### config.mk
export PLATFORM = sky130hd
export DESIGN_NAME = load_use_scoreboard_flat
export DESIGN_NICKNAME = d
export VERILOG_FILES = /design/src/rtl/load_use_scoreboard_pkg.sv /design/src/rtl/load_use_scoreboard_if.sv /design/src/rtl/load_use_scoreboard_sb_counter.sv /design/src/rtl/load_use_scoreboard.sv /design/src/flat_wrapper.sv
export SDC_FILE = /design/constraint.sdc
export NUM_CORES = 1
export LEC_CHECK = 0
export ABC_CLOCK_PERIOD_IN_PS = 2650
export CAP_MARGIN = 20
export CORE_UTILIZATION = 55
export DETAILED_ROUTE_END_ITERATION = 6
export GPL_ROUTABILITY_DRIVEN = 0
export GPL_TIMING_DRIVEN = 0
export PLACE_DENSITY = 0.74
export REMOVE_ABC_BUFFERS = 1
export SYNTH_ARGS = -nofsm -noshare
export SYNTH_HDL_FRONTEND = slang
export SYNTH_SLANG_ARGS = --single-unit
### constraint.sdc
create_clock -name clk -period 2.65 [get_ports clk]
set_input_delay 0.265 -clock clk [delete_from_list [all_inputs] [get_ports clk]]
set_output_delay 0.265 -clock clk [all_outputs]
set_load 0.01 [all_outputs]
### src/rtl/load_use_scoreboard_pkg.sv
// Shared types and sizing helpers for the load-use hazard unit.
// Optional stall statistics are enabled with HAZ_STALL_STATS_EN.
package hazard_pkg;

  localparam int unsigned REG_AW_DEF   = 5;
  localparam int unsigned NUM_REGS_DEF = 32;
  localparam int unsigned LOAD_LAT_MAX = 7;

  typedef logic [REG_AW_DEF-1:0] reg_addr_t;

  // Front-of-pipe control produced by the hazard unit.
  typedef struct packed {
    logic hold_pc;
    logic if_id_hold;
    logic id_ex_hold;
    logic stall_en;
  } hazard_ctrl_t;

  // Counter width for a given load latency; never narrower than one bit.
  function automatic int unsigned cnt_width(input int unsigned lat);
    return (lat == 0) ? 1 : $clog2(lat + 1);
  endfunction

endpackage

### src/rtl/load_use_scoreboard_if.sv
// Pipeline-side signals of the load-use hazard unit.
// With HAZ_STALL_STATS_EN the stall_cycles statistic is carried as well.
interface load_use_scoreboard_if #(
  parameter int unsigned REG_AW = hazard_pkg::REG_AW_DEF
);

  logic              id_ex_memread;
  logic [REG_AW-1:0] id_ex_rt;
  logic [REG_AW-1:0] if_id_rs;
  logic [REG_AW-1:0] if_id_rt;
  logic              if_id_uses_rt;
  logic              if_id_flush;
  logic              mem_ready;
  logic              hold_pc;
  logic              if_id_hold;
  logic              id_ex_hold;
  logic              stall_en;
`ifdef HAZ_STALL_STATS_EN
  logic [31:0]       stall_cycles;
`endif

  // Pipeline side: drives decode/memory status, receives hold/bubble controls.
  modport master (
`ifdef HAZ_STALL_STATS_EN
    input  stall_cycles,
`endif
    output id_ex_memread, id_ex_rt, if_id_rs, if_id_rt,
    output if_id_uses_rt, if_id_flush, mem_ready,
    input  hold_pc, if_id_hold, id_ex_hold, stall_en
  );

  // Hazard unit side.
  modport slave (
`ifdef HAZ_STALL_STATS_EN
    output stall_cycles,
`endif
    input  id_ex_memread, id_ex_rt, if_id_rs, if_id_rt,
    input  if_id_uses_rt, if_id_flush, mem_ready,
    output hold_pc, if_id_hold, id_ex_hold, stall_en
  );

endinterface

### src/rtl/load_use_scoreboard_sb_counter.sv
// Per-register pending-load down-counter; busy while the load data is not yet forwardable.
module sb_counter
  import hazard_pkg::*;
#(
  parameter int unsigned LAT = 2
) (
  input  logic clk,
  input  logic rst,
  input  logic load,
  input  logic dec_en,
  output logic busy
);

  localparam int unsigned W = cnt_width(LAT);

  generate
    if (LAT == 0) begin : g_none
      // Zero latency: the ID/EX compare alone covers the single bubble.
      assign busy = 1'b0;
    end else begin : g_cnt
      logic [W-1:0] cnt;

      // A new issue takes priority over decay of an older load.
      always_ff @(posedge clk) begin
        if (rst) begin
          cnt <= '0;
        end else if (load) begin
          cnt <= W'(LAT);
        end else if (dec_en && (cnt != '0)) begin
          cnt <= cnt - W'(1);
        end
      end

      assign busy = (cnt != '0);
    end
  endgenerate

endmodule

### src/rtl/load_use_scoreboard.sv
// Load-use hazard unit with per-register pending-load scoreboard and memory-wait freeze.
// Define HAZ_STALL_STATS_EN to add the saturating stall_cycles counter.
module load_use_scoreboard
  import hazard_pkg::*;
#(
  parameter int unsigned REG_AW   = REG_AW_DEF,
  parameter int unsigned NUM_REGS = NUM_REGS_DEF,
  parameter int unsigned LOAD_LAT = 2
) (
  input  logic                  clk,
  input  logic                  rst,
  load_use_scoreboard_if.slave  bus
);

  logic [NUM_REGS-1:0] load;
  logic [NUM_REGS-1:0] busy;
  logic                rs_match;
  logic                rt_match;
  logic                raw;
  hazard_ctrl_t        ctrl;

  // $0 never gets a counter load, so its busy bit stays low.
  for (genvar r = 0; r < NUM_REGS; r++) begin : g_sb
    assign load[r] = (r != 0) && bus.id_ex_memread && bus.mem_ready &&
                     (bus.id_ex_rt == REG_AW'(r));

    sb_counter #(
      .LAT (LOAD_LAT)
    ) u_cnt (
      .clk    (clk),
      .rst    (rst),
      .load   (load[r]),
      .dec_en (bus.mem_ready),
      .busy   (busy[r])
    );
  end

  // Source match against the load in ID/EX or any still-pending load.
  always_comb begin
    rs_match = 1'b0;
    rt_match = 1'b0;
    if (bus.if_id_rs != '0) begin
      rs_match = (bus.id_ex_memread && (bus.id_ex_rt == bus.if_id_rs)) ||
                 busy[bus.if_id_rs];
    end
    if (bus.if_id_uses_rt && (bus.if_id_rt != '0)) begin
      rt_match = (bus.id_ex_memread && (bus.id_ex_rt == bus.if_id_rt)) ||
                 busy[bus.if_id_rt];
    end
    raw = (rs_match || rt_match) && !bus.if_id_flush;
  end

  // Reset beats memory wait, which beats the RAW bubble.
  always_comb begin
    ctrl = '0;
    if (rst) begin
      ctrl = '0;
    end else if (!bus.mem_ready) begin
      ctrl.hold_pc    = 1'b1;
      ctrl.if_id_hold = 1'b1;
      ctrl.id_ex_hold = 1'b1;
    end else if (raw) begin
      ctrl.hold_pc    = 1'b1;
      ctrl.if_id_hold = 1'b1;
      ctrl.stall_en   = 1'b1;
    end
  end

  assign bus.hold_pc    = ctrl.hold_pc;
  assign bus.if_id_hold = ctrl.if_id_hold;
  assign bus.id_ex_hold = ctrl.id_ex_hold;
  assign bus.stall_en   = ctrl.stall_en;

`ifdef HAZ_STALL_STATS_EN
  logic [31:0] stall_cnt;

  // Counts cycles in which a RAW bubble is actually inserted.
  always_ff @(posedge clk) begin
    if (rst) begin
      stall_cnt <= '0;
    end else if (raw && bus.mem_ready && (stall_cnt != '1)) begin
      stall_cnt <= stall_cnt + 32'(1);
    end
  end

  assign bus.stall_cycles = stall_cnt;
`endif

endmodule
### src/flat_wrapper.sv
// flat-port wrapper written by rule: the top's interface ports become plain ports
module load_use_scoreboard_flat import hazard_pkg::*;
#(
  parameter int unsigned REG_AW   = REG_AW_DEF,
  parameter int unsigned NUM_REGS = NUM_REGS_DEF,
  parameter int unsigned LOAD_LAT = 2
)
  (clk, rst, bus_id_ex_memread, bus_id_ex_rt, bus_if_id_rs, bus_if_id_rt, bus_if_id_uses_rt, bus_if_id_flush, bus_mem_ready, bus_hold_pc, bus_if_id_hold, bus_id_ex_hold, bus_stall_en);
  load_use_scoreboard_if #(.REG_AW(REG_AW)) bus_i ();
  input  logic clk;
  input  logic rst;
  input wire logic [$bits(bus_i.id_ex_memread)-1:0] bus_id_ex_memread;
  input wire logic [$bits(bus_i.id_ex_rt)-1:0] bus_id_ex_rt;
  input wire logic [$bits(bus_i.if_id_rs)-1:0] bus_if_id_rs;
  input wire logic [$bits(bus_i.if_id_rt)-1:0] bus_if_id_rt;
  input wire logic [$bits(bus_i.if_id_uses_rt)-1:0] bus_if_id_uses_rt;
  input wire logic [$bits(bus_i.if_id_flush)-1:0] bus_if_id_flush;
  input wire logic [$bits(bus_i.mem_ready)-1:0] bus_mem_ready;
  output wire logic [$bits(bus_i.hold_pc)-1:0] bus_hold_pc;
  output wire logic [$bits(bus_i.if_id_hold)-1:0] bus_if_id_hold;
  output wire logic [$bits(bus_i.id_ex_hold)-1:0] bus_id_ex_hold;
  output wire logic [$bits(bus_i.stall_en)-1:0] bus_stall_en;
  assign bus_i.id_ex_memread = bus_id_ex_memread;
  assign bus_i.id_ex_rt = bus_id_ex_rt;
  assign bus_i.if_id_rs = bus_if_id_rs;
  assign bus_i.if_id_rt = bus_if_id_rt;
  assign bus_i.if_id_uses_rt = bus_if_id_uses_rt;
  assign bus_i.if_id_flush = bus_if_id_flush;
  assign bus_i.mem_ready = bus_mem_ready;
  assign bus_hold_pc = bus_i.hold_pc;
  assign bus_if_id_hold = bus_i.if_id_hold;
  assign bus_id_ex_hold = bus_i.id_ex_hold;
  assign bus_stall_en = bus_i.stall_en;
  load_use_scoreboard #(.REG_AW(REG_AW), .NUM_REGS(NUM_REGS), .LOAD_LAT(LOAD_LAT)) u_core (.clk(clk), .rst(rst), .bus(bus_i));
endmodule
==> impl_metrics.csv <==
group,metric,value,unit
outcome,outcome,"complete, no violations",
synthesis,synth_area_leader_cell,"dfxtp_1",
synthesis,ys_ff_latch,64,
hold_path,min_from,"rst",
final_layout,reg.largest.list,"u_core.g_sb.u_cnt.g_cnt.cnt (64)",
power,leakage,1.48,nW
placed_design,dp_hpwl,6720,um
final_layout,final_cell_mix,"inv_1 (65), nand2_1 (58), dfxtp_1 (51)",
synthesis,yosysWarnings,0,
power,powerDensity,623,mW/mm^2
die,dieArea,0.00808,sq mm
clock_network,cts_made_buffers,9,
detailed_routing,antenna_left,0,
placed_design,portBuffers,24,
global_route,grt_usage,0.248,
critical_path,path_delay_family,"multiplexers",
global_route,antenna_found_initial,0,
clock_network,cts_root_buffer,"clkbuf_8",
clock_network,cts_max_level,3,
flow_run,cap_viol_max_count,0,
sta,setup_tns,0,ns
critical_path,cp_slowest_cell,"mux4_1",
die,initial_core_util,0.576,
final_layout,largest_register_ffs,64,
global_route,grt_pass1_wl,16000,um
critical_path,critPathKind,"reg2out",
detailed_routing,drc_errors,0,
hold_path,min_path_cells,2,
clock_network,postCtsSetupBuffers,0,
synthesis,netlist_area,0.00425,sq mm
critical_path,worstRegToRegCells,5,
power,power,2.90,mW
sta,rsz0062_at_grt,"no",
global_route,grt_max_degree,50,
die,die_w,89.9,um
final_layout,diodes,0,
placed_design,dp.cells,602,
synthesis,synth_cells,510,
clock_network,cts_tree,"done",
critical_path,required,2.38,ns
hold_path,hold-path-endpoint,"u_core.g_sb[4].u_cnt.g_cnt.cnt[1]",
final_layout,top_register,"u_core.g_sb.u_cnt.g_cnt.cnt",
critical_path,r2r_end,"u_core.g_sb[7].u_cnt.g_cnt.cnt[0]",
clock_network,clk_latency,0.34,ns
final_layout,stdcell_count,616,
hold_path,hold_class,"in2reg",
global_route,grt_pass1_vias,3334,
detailed_routing,vias,3518,
final_layout,area.growth.synth_to_final,9.57,%
clock_network,clockBufferDepth,2,
detailed_routing,drtIter0Drc,126,
detailed_routing,avgRoutedWirePerCell,15.4,um
sta,skew,0.00608,ns
critical_path,rrSetupSlack,1.30,ns
sta,fin_crit,2.52,ns
synthesis,avgSynthCellArea,8.33,sq um
power,vdd_drop_max,0.249,mV
placed_design,dp_slack,-0.763,ns
detailed_routing,vias_per_cell,5.71,
sta,hold_viol,0,
synthesis,ys_types,40,
sta,period_share,0.950,
critical_path,cp-start-kind,"register",
clock_network,clock_sinks,64,
critical_path,crit_path_end_kind,"primary output",
sta,slew_headroom,0.390,
final_layout,utilization,0.632,
die,rows,31,
synthesis,synth_top_area_frac,0.302,
synthesis,yosysSeqAreaShare,0.302,
critical_path,worstPathArrival,2.25,ns
sta,max_freq,397,MHz
die,die_h,89.9,um
detailed_routing,wl,9490,um
die,boundaryPins,25,
critical_path,path_max_fanout,3,
critical_path,cp_num_buf_inv,2,
critical_path,timing.rr.start,"u_core.g_sb[7].u_cnt.g_cnt.cnt[0]",
sta,finalSetupViolCount,0,
die,fp.coreArea,0.00737,sq mm
synthesis,synth.area.top_cells,"dfxtp_1 (30%), ha_1 (9.4%), xnor2_1 (7.0%), nor2b_1 (6.5%), inv_1 (5.7%)",
final_layout,nets,567,
sta,setup_slack,0.132,ns
critical_path,slowest_delay,0.51,ns
critical_path,worstPathCellList,"inv_1 > ha_1 > mux4_1 > mux2i_1 > nand2_1 > o2111ai_1 > a22oi_2 > nor2b_1 > buf_2",
detailed_routing,drtPass1Iterations,4,
sta,tightestPinTransition,0.908,ns
global_route,grt_overflow_total,0,
sta,drv_slew,0,
final_layout,final_common_cell,"inv_1",
clock_network,clk_pin_slew,0.06,ns
final_layout,drive_gt1_frac,0.110,
[worst max-delay path by stage]
stage / startpoint / endpoint / slack (ns) / cells past startpoint
global route: bus_id_ex_rt[0] / u_core.g_sb[30].u_cnt.g_cnt.cnt[1] / 0.007 / 5
global placement: rst / bus_hold_pc / -1.27 / 5
detailed placement: bus_if_id_rt[0] / bus_stall_en / -0.76 / 8
floorplan: u_core.g_sb[27].u_cnt.g_cnt.cnt[0] / bus_stall_en / 0.66 / 8
CTS: u_core.g_sb[21].u_cnt.g_cnt.cnt[0] / bus_stall_en / 0.002 / 9
finish: u_core.g_sb[8].u_cnt.g_cnt.cnt[0] / bus_stall_en / 0.13 / 9
[cells by family after synthesis]
kind of cell    share of synthesized area
mux                                0.0975
simple gates                        0.163
buf+inv                             0.102
xor+xnor                           0.0866
flops                               0.302
fa+ha+maj                          0.0943
compound gates                      0.155
[cell type report]
class,instances,area [sq um]
Inverter,65,244
Sequential cell,64,1300
Tap cell,99,124
Clock buffer,13,149
Timing Repair Buffer,26,268
Multi-Input combinational cell,348,2570
Fill cell,643,2720
Clock inverter,1,5.00
[stage by stage]
stage / cell area [sq um] / hold slack [ns]
2_1_floorplan: 4060 / 0.334
3_3_place_gp: 4420 / 0.486
3_5_place_dp: 4470 / 0.500
4_1_cts: 4610 / 0.351
5_1_grt: 4650 / 0.391
6_report: 4650 / 0.359
[metal layers]
layer  share of wire  up-vias  track usage  routed length (um)
met5               0        -            0                   0
met4           0.017        0       0.0901                 157
met3           0.041       13       0.0516                 391
met2            0.49       72        0.411                4610
met1            0.46     1705        0.319                4330
li1                -     1728            -                   -
[where the power goes]
part / internal, mW / switching, mW
registers: 1.11 / 0.0778
logic: 0.489 / 0.517
clock network: 0.354 / 0.349
[Yosys cell counts (all sizes together)]
library cell,n
xor2,8
nand4,1
or2,1
clkbuf,18
nor4b,1
nand3b,2
o221ai,1
a311oi,8
buf,15
a21oi,31
or3,1
ha,32
mux2i,17
nor3b,1
o21ai,35
inv,65
a22oi,1
o2111ai,1
mux4,9
nor2b,44
or4,1
mux2,2
a211oi,25
nand2,58
nor3,3
xnor2,34
nor4,3
dfxtp,64
o22ai,4
nand2b,2
nor2,10
nand3,11
a221o,1
[timing repair]
action	in CTS	in global routing
hold buffers	0	0
endpoints found under the setup margin	3	9
gates resized for setup	17	33
pin swaps	1	4
No activity file was read; power rests on OpenSTA's default activity.
